==> config.mk <==
export PLATFORM = sky130hd
export DESIGN_NAME = serial_add_ctrl_flat
export DESIGN_NICKNAME = d
export VERILOG_FILES = /design/src/rtl/serial_add_ctrl_if.sv /design/src/rtl/serial_add_ctrl.sv /design/src/flat_wrapper.sv
export SDC_FILE = /design/constraint.sdc
export NUM_CORES = 1
export LEC_CHECK = 0
export BUFFER_PORTS_ARGS = -buffer_cell sky130_fd_sc_hd__buf_2
export CAP_MARGIN = 40
export CORE_MARGIN = 2
export CORE_UTILIZATION = 45
export DETAILED_ROUTE_END_ITERATION = 7
export HOLD_SLACK_MARGIN = 0.03
export PLACE_DENSITY_LB_ADDON = 0.05
export SETUP_SLACK_MARGIN = 0.3
export SLEW_MARGIN = 30
export SYNTH_ARGS = -nofsm -noshare
export SYNTH_HDL_FRONTEND = slang
export SYNTH_SLANG_ARGS = --single-unit
==> constraint.sdc <==
create_clock -name clk -period 2.35 [get_ports clk]
set_clock_uncertainty 0.2 [all_clocks]
set_input_delay 0.3525 -clock clk [delete_from_list [all_inputs] [get_ports clk]]
set_output_delay 0.3525 -clock clk [all_outputs]
set_load 0.02 [all_outputs]
==> src/rtl/serial_add_ctrl_if.sv <==
// Handshake and sync_FA link bundle for the bit-serial adder controller.
// Master drives requests and the full-adder return path; slave is the controller.
interface serial_add_ctrl_if #(
   parameter int WIDTH = 8
);
   logic             start;
   logic [WIDTH-1:0] op_a;
   logic [WIDTH-1:0] op_b;
   logic             carry_in;
   logic             fa_a;
   logic             fa_b;
   logic             fa_cin;
   logic             fa_sum;
   logic             fa_cout;
   logic             busy;
   logic             done;
   logic [WIDTH-1:0] result;
   logic             carry_out;

   modport master (
      output start, op_a, op_b, carry_in,
      output fa_sum, fa_cout,
      input  fa_a, fa_b, fa_cin,
      input  busy, done, result, carry_out
   );

   modport slave (
      input  start, op_a, op_b, carry_in,
      input  fa_sum, fa_cout,
      output fa_a, fa_b, fa_cin,
      output busy, done, result, carry_out
   );
endinterface

==> src/rtl/serial_add_ctrl.sv <==
// Bit-serial adder controller feeding a registered full adder LSB-first.
// Sum bits return one cycle late and are shifted in from the MSB side.
module serial_add_ctrl #(
   parameter int WIDTH = 8
) (
   input  logic              clk,
   input  logic              rst,
   serial_add_ctrl_if.slave  bus
);
   localparam int IW = (WIDTH > 2) ? $clog2(WIDTH) : 1;
   localparam logic [IW-1:0] LAST = IW'(WIDTH - 1);

   typedef enum logic [1:0] {
      S_IDLE,
      S_RUN,
      S_DRAIN
   } state_t;

   state_t           r_state;
   state_t           w_next;
   logic [IW-1:0]    r_idx;
   logic [WIDTH-1:0] r_a;
   logic [WIDTH-1:0] r_b;
   logic [WIDTH-1:0] r_res;
   logic             r_cin;
   logic             r_fa_a;
   logic             r_fa_b;
   logic             r_cout;
   logic             r_done;
   logic             w_last;
   logic             w_busy;
   logic             w_fa_cin;

   assign w_last = (r_idx == LAST);

   always_ff @(posedge clk or posedge rst) begin
      if (rst) r_state <= S_IDLE;
      else     r_state <= w_next;
   end

   always_comb begin
      w_next = r_state;
      unique case (r_state)
         S_IDLE:  if (bus.start) w_next = S_RUN;
         S_RUN:   if (w_last) w_next = S_DRAIN;
         S_DRAIN: w_next = S_IDLE;
         default: w_next = S_IDLE;
      endcase
   end

   // Bit 0 takes the latched carry-in; later bits chain the FA's own carry.
   always_comb begin
      w_busy   = 1'b0;
      w_fa_cin = 1'b0;
      unique case (r_state)
         S_RUN: begin
            w_busy   = 1'b1;
            w_fa_cin = (r_idx == '0) ? r_cin : bus.fa_cout;
         end
         S_DRAIN: w_busy = 1'b1;
         default: ;
      endcase
   end

   always_ff @(posedge clk or posedge rst) begin
      if (rst) begin
         r_idx  <= '0;
         r_a    <= '0;
         r_b    <= '0;
         r_res  <= '0;
         r_cin  <= 1'b0;
         r_fa_a <= 1'b0;
         r_fa_b <= 1'b0;
         r_cout <= 1'b0;
         r_done <= 1'b0;
      end else begin
         r_done <= 1'b0;
         unique case (r_state)
            S_IDLE: begin
               if (bus.start) begin
                  r_a    <= bus.op_a >> 1;
                  r_b    <= bus.op_b >> 1;
                  r_cin  <= bus.carry_in;
                  r_fa_a <= bus.op_a[0];
                  r_fa_b <= bus.op_b[0];
                  r_idx  <= '0;
               end
            end
            S_RUN: begin
               r_idx  <= w_last ? '0 : r_idx + 1'b1;
               r_fa_a <= w_last ? 1'b0 : r_a[0];
               r_fa_b <= w_last ? 1'b0 : r_b[0];
               r_a    <= r_a >> 1;
               r_b    <= r_b >> 1;
               // fa_sum is stale on the first RUN edge
               if (r_idx != '0)
                  r_res <= {bus.fa_sum, r_res[WIDTH-1:1]};
            end
            S_DRAIN: begin
               r_res  <= {bus.fa_sum, r_res[WIDTH-1:1]};
               r_cout <= bus.fa_cout;
               r_done <= 1'b1;
               r_fa_a <= 1'b0;
               r_fa_b <= 1'b0;
            end
            default: ;
         endcase
      end
   end

   assign bus.fa_a      = r_fa_a;
   assign bus.fa_b      = r_fa_b;
   assign bus.fa_cin    = w_fa_cin;
   assign bus.busy      = w_busy;
   assign bus.done      = r_done;
   assign bus.result    = r_res;
   assign bus.carry_out = r_cout;
endmodule
==> src/flat_wrapper.sv <==
// flat-port wrapper written by rule: the top's interface ports become plain ports
module serial_add_ctrl_flat 
#(
   parameter int WIDTH = 8
)
  (clk, rst, bus_start, bus_op_a, bus_op_b, bus_carry_in, bus_fa_sum, bus_fa_cout, bus_fa_a, bus_fa_b, bus_fa_cin, bus_busy, bus_done, bus_result, bus_carry_out);
  serial_add_ctrl_if #(.WIDTH(WIDTH)) bus_i ();
  input  logic clk;
  input  logic rst;
  input wire logic [$bits(bus_i.start)-1:0] bus_start;
  input wire logic [$bits(bus_i.op_a)-1:0] bus_op_a;
  input wire logic [$bits(bus_i.op_b)-1:0] bus_op_b;
  input wire logic [$bits(bus_i.carry_in)-1:0] bus_carry_in;
  input wire logic [$bits(bus_i.fa_sum)-1:0] bus_fa_sum;
  input wire logic [$bits(bus_i.fa_cout)-1:0] bus_fa_cout;
  output wire logic [$bits(bus_i.fa_a)-1:0] bus_fa_a;
  output wire logic [$bits(bus_i.fa_b)-1:0] bus_fa_b;
  output wire logic [$bits(bus_i.fa_cin)-1:0] bus_fa_cin;
  output wire logic [$bits(bus_i.busy)-1:0] bus_busy;
  output wire logic [$bits(bus_i.done)-1:0] bus_done;
  output wire logic [$bits(bus_i.result)-1:0] bus_result;
  output wire logic [$bits(bus_i.carry_out)-1:0] bus_carry_out;
  assign bus_i.start = bus_start;
  assign bus_i.op_a = bus_op_a;
  assign bus_i.op_b = bus_op_b;
  assign bus_i.carry_in = bus_carry_in;
  assign bus_i.fa_sum = bus_fa_sum;
  assign bus_i.fa_cout = bus_fa_cout;
  assign bus_fa_a = bus_i.fa_a;
  assign bus_fa_b = bus_i.fa_b;
  assign bus_fa_cin = bus_i.fa_cin;
  assign bus_busy = bus_i.busy;
  assign bus_done = bus_i.done;
  assign bus_result = bus_i.result;
  assign bus_carry_out = bus_i.carry_out;
  serial_add_ctrl #(.WIDTH(WIDTH)) u_core (.clk(clk), .rst(rst), .bus(bus_i));
endmodule
==> metrics.md <==
| Metric | Value |
|---|---|
| Status | `finished clean` |
| Grt ovf | `0` |
| CP Class | `flip-flop to output pin` |
| Area Growth Syn to Fin | `23.3%` |
| Min Hold Slack | `a little under 0.07 ns` |
| Largest net degree at the start of global routing | `33` |
| Placer Congestion | `roughly 0.7` |
| Switching Fraction | `roughly two fifths` |
| WHS Endpoint | `u_core.bus.result[7]` |
| CTS Root Cell | `clkbuf_4` |
| Vias in the first global route | `approximately 1,200` |
| Fin worst setup slack | `roughly 0.37 ns` |
| Clk pin slew, worst setup/hold paths | `roughly 0.090 ns` |
| Crit path from | `u_core.r_state[1]` |
| Yosys top cell area share | `50.9%` |
| Final ANT Viol Nets | `0` |
| Primary flip-flop cell chosen by synthesis mapping | `dfrtp_1` |
| Initial core utilization | `47.1%` |
| Num CTS Buffers | `5` |
| Die width | `between 60 and 70 um` |
| F_max | `0.505 GHz` |
| Min-Delay Path Depth | `2` |
| Final setup fails | `0` |
| Post-synth cell types | `20` |
| RSZ-0062 raised after global routing | `true` |
| Fin cells | `223` |
| Peak supply drop | `0.000922 V` |
| Initial DRC Count | `51` |
| Total track usage | `between 15 and 20%` |
| Mapped Area | `1570 um^2` |
| Rel. slew slack | `between 70% and 80%` |
| TritonCTS clock tree | `yes` |
| Gate power share | `between 50% and 60%` |
| Hold WC Path Type | `input pin to flip-flop` |
| PD cells | `1440 nW/um^2` |
| Final Total Pwr | `roughly 2800 uW` |
| Seq/Total Area, Yosys | `50.9%` |
| Synth top cells by count | `32 x dfrtp_1, 16 x o21ai_1, 15 x nand2_1` |
| Placed insts | `about 210` |
| Routed vias | `1,106` |
| Row count | `21` |
| Final period utilization | `84.3%` |
| Slew @ Worst Pin | `0.437 ns` |
| Die area | `about 4000 um^2` |
| Clock share of power | `a little over a tenth` |
| YS warnings | `0` |
| Worst Hold Launch | `bus_fa_sum` |
| Count of final max-slew check failures | `0` |
| Synth Instances | `about 130` |
| Post-synth EDFFs | `0` |
| Largest area contributor in the netlist | `dfrtp_1` |
| Port bufs | `35` |
| Design internal power | `about 1700 uW` |
| Cells on worst reg2reg path | `6` |
| Skew-Pair Late Insertion Delay | `0.32 ns` |
| CP Max Fanout | `8` |
| Sw Pwr | `around 1100 uW` |
| Slowest stage delay, CP | `a little over 0.4 ns` |
| Fin. Hold Viols | `0` |
| Worst flop-to-flop path endpoint | `u_core.r_b[5]` |
| Antenna cells | `0` |
| Detail Placement HPWL | `around 2200 um` |
| Setup WS pre-CTS | `between 0.4 and 0.5 ns` |
| R2R Path Start | `u_core.r_state[0]` |
| Via density | `4.96` |
| CORE AREA | `3340 um^2` |
| Type of origin of the critical path | `flip-flop` |
| CP Data Required Time | `between 1.5 and 2 ns` |
| Leak | `0.000960 uW` |
| Register bit total from synthesis | `32` |
| Top Ports | `36` |
| Syn avg cell area | `roughly 12 um^2` |
| Syn_nets | `between 150 and 200` |
| Die Y | `around 63 um` |
| CP cell instances | `inv_2 -> ha_4 -> buf_4 -> nor2b_2 -> buf_6` |
| Max Cap Viol | `0` |
| Fin Setup TNS | `0 ns` |
| Critical Path AT | `1.43 ns` |
| Minimum clock period after layout | `a little under 2 ns` |
| Drt pass-1 iters | `7` |
| Initial antenna violation count | `0` |
| Worst path slowest cell | `dfrtp_1` |
| Nets | `about 210` |
| Most frequent cell after synthesis | `dfrtp_1` |
| Reg power frac | `between 30% and 40%` |
| Flop2flop setup slack | `0.48 ns` |
| DR WL/cell | `13.9 um` |
| Worst setup EP type | `output pin` |
| First-pass GRT wire length | `roughly 5500 um` |
| Htree depth | `2` |
| Post-Route WL | `around 3100 um` |
| Post-route DRC | `0` |
| FFs w/ async S/R, synth | `100%` |
| Clock sink total | `32` |
| Fraction of layout cells with a size suffix above 1 | `about 40%` |
| Clock tree buffer depth | `2` |
| Area contributors post-synth | `dfrtp_1 51%, mux2i_1 8.3%, mux2_4 7.6%` |
critical path: cells and delay by family, from the launching register on:
family / cells / cell delay (ns)
flops: 1 / 0.41
buf+inv: 3 / 0.38
simple gates: 1 / 0.17
fa+ha+maj: 1 / 0.15
sequential cells by signal, summed over array words and instances (netlist names):
register and count:
u_core.r_cin 1, u_core.bus.fa_a 1, u_core.r_state 2, u_core.bus.result 8, u_core.r_idx 3, u_core.bus.carry_out 1, u_core.bus.done 1, u_core.r_a 7
u_core.bus.fa_b 1, u_core.r_b 7
cells in the final DEF (no fill, tap or decap):
cell type      count
a21oi_1            1
mux2i_2            1
dlygate4sd3_1      2
inv_2              3
dfrtp_2            1
ha_1               5
ha_4               2
clkbuf_4           5
a32o_1             3
nand2b_4           1
mux2i_1           12
mux2i_4            2
mux2_4             8
dfrtp_1           31
clkbuf_1           1
nand2_1           15
nor2_1             4
o21ai_1           16
mux2_2             1
buf_2             34
nor2b_2            1
o31ai_1            2
nand2b_1           1
mux2_1             2
buf_4              8
inv_1              2
ha_2               1
clkinv_2           1
a31oi_1            4
nor2b_1            6
buf_6              1
kinds of logic (layout without fill, tap and decap cells):
kind of cell | after synthesis | in the layout | share of synthesized area (%)
flops | 32 | 32 | 50.9
simple gates | 28 | 28 | 8.11
compound gates | 26 | 26 | 9.86
mux | 26 | 26 | 20.9
buf+inv | 11 | 57 | 3.82
fa+ha+maj | 8 | 8 | 6.36
routing by layer:
metal / wire length, um / track usage (%)
met1: 1390 / 21.6
met2: 1520 / 29.3
met3: 147 / 4.29
met4: 46 / 7.50
met5: 0 / 0
worst max-delay path by stage:
| stage | endpoint | slack, ns |
|---|---|---|
| 2_1_floorplan | bus_fa_cin | 0.38 |
| 3_3_place_gp | u_core.r_b[3] | 0.47 |
| 3_5_place_dp | u_core.r_a[1] | 0.40 |
| 4_1_cts | bus_fa_cin | 0.30 |
| 5_1_grt | bus_fa_cin | 0.28 |
| 6_report | bus_fa_cin | 0.37 |
through the flow:
step,utilization [%],cell area (um^2)
2_1_floorplan,-,1580
3_3_place_gp,54.1,1800
3_5_place_dp,54.1,1800
4_1_cts,57.3,1910
5_1_grt,58.1,1940
6_report,58.1,1940
power by group through the flow:
stage          Clock, uW  Combinational (uW)  Sequential (uW)
2_1_floorplan          0                1010             1060
3_3_place_gp           0                1370              963
3_5_place_dp           0                1420              978
4_1_cts              303                1480              969
5_1_grt              333                1660             1010
6_report             290                1520              971
area by class of cell:
class,count,area (um^2)
fillers,311,1400
flip-flops and latches,32,802
multi-input cells,88,753
repair buffers,45,262
well taps,46,57.6
clock buffers,6,41.3
inverters,5,18.8
clock inverters,1,5.00
timing repair:
action	in CTS	in global routing
buffers inserted	2	1
hold endpoints to repair	33	0
cloned	0	0
gates resized for setup	5	8
hold buffers	2	0
endpoints found under the setup margin	1	17
No activity file was read; power rests on OpenSTA's default activity.
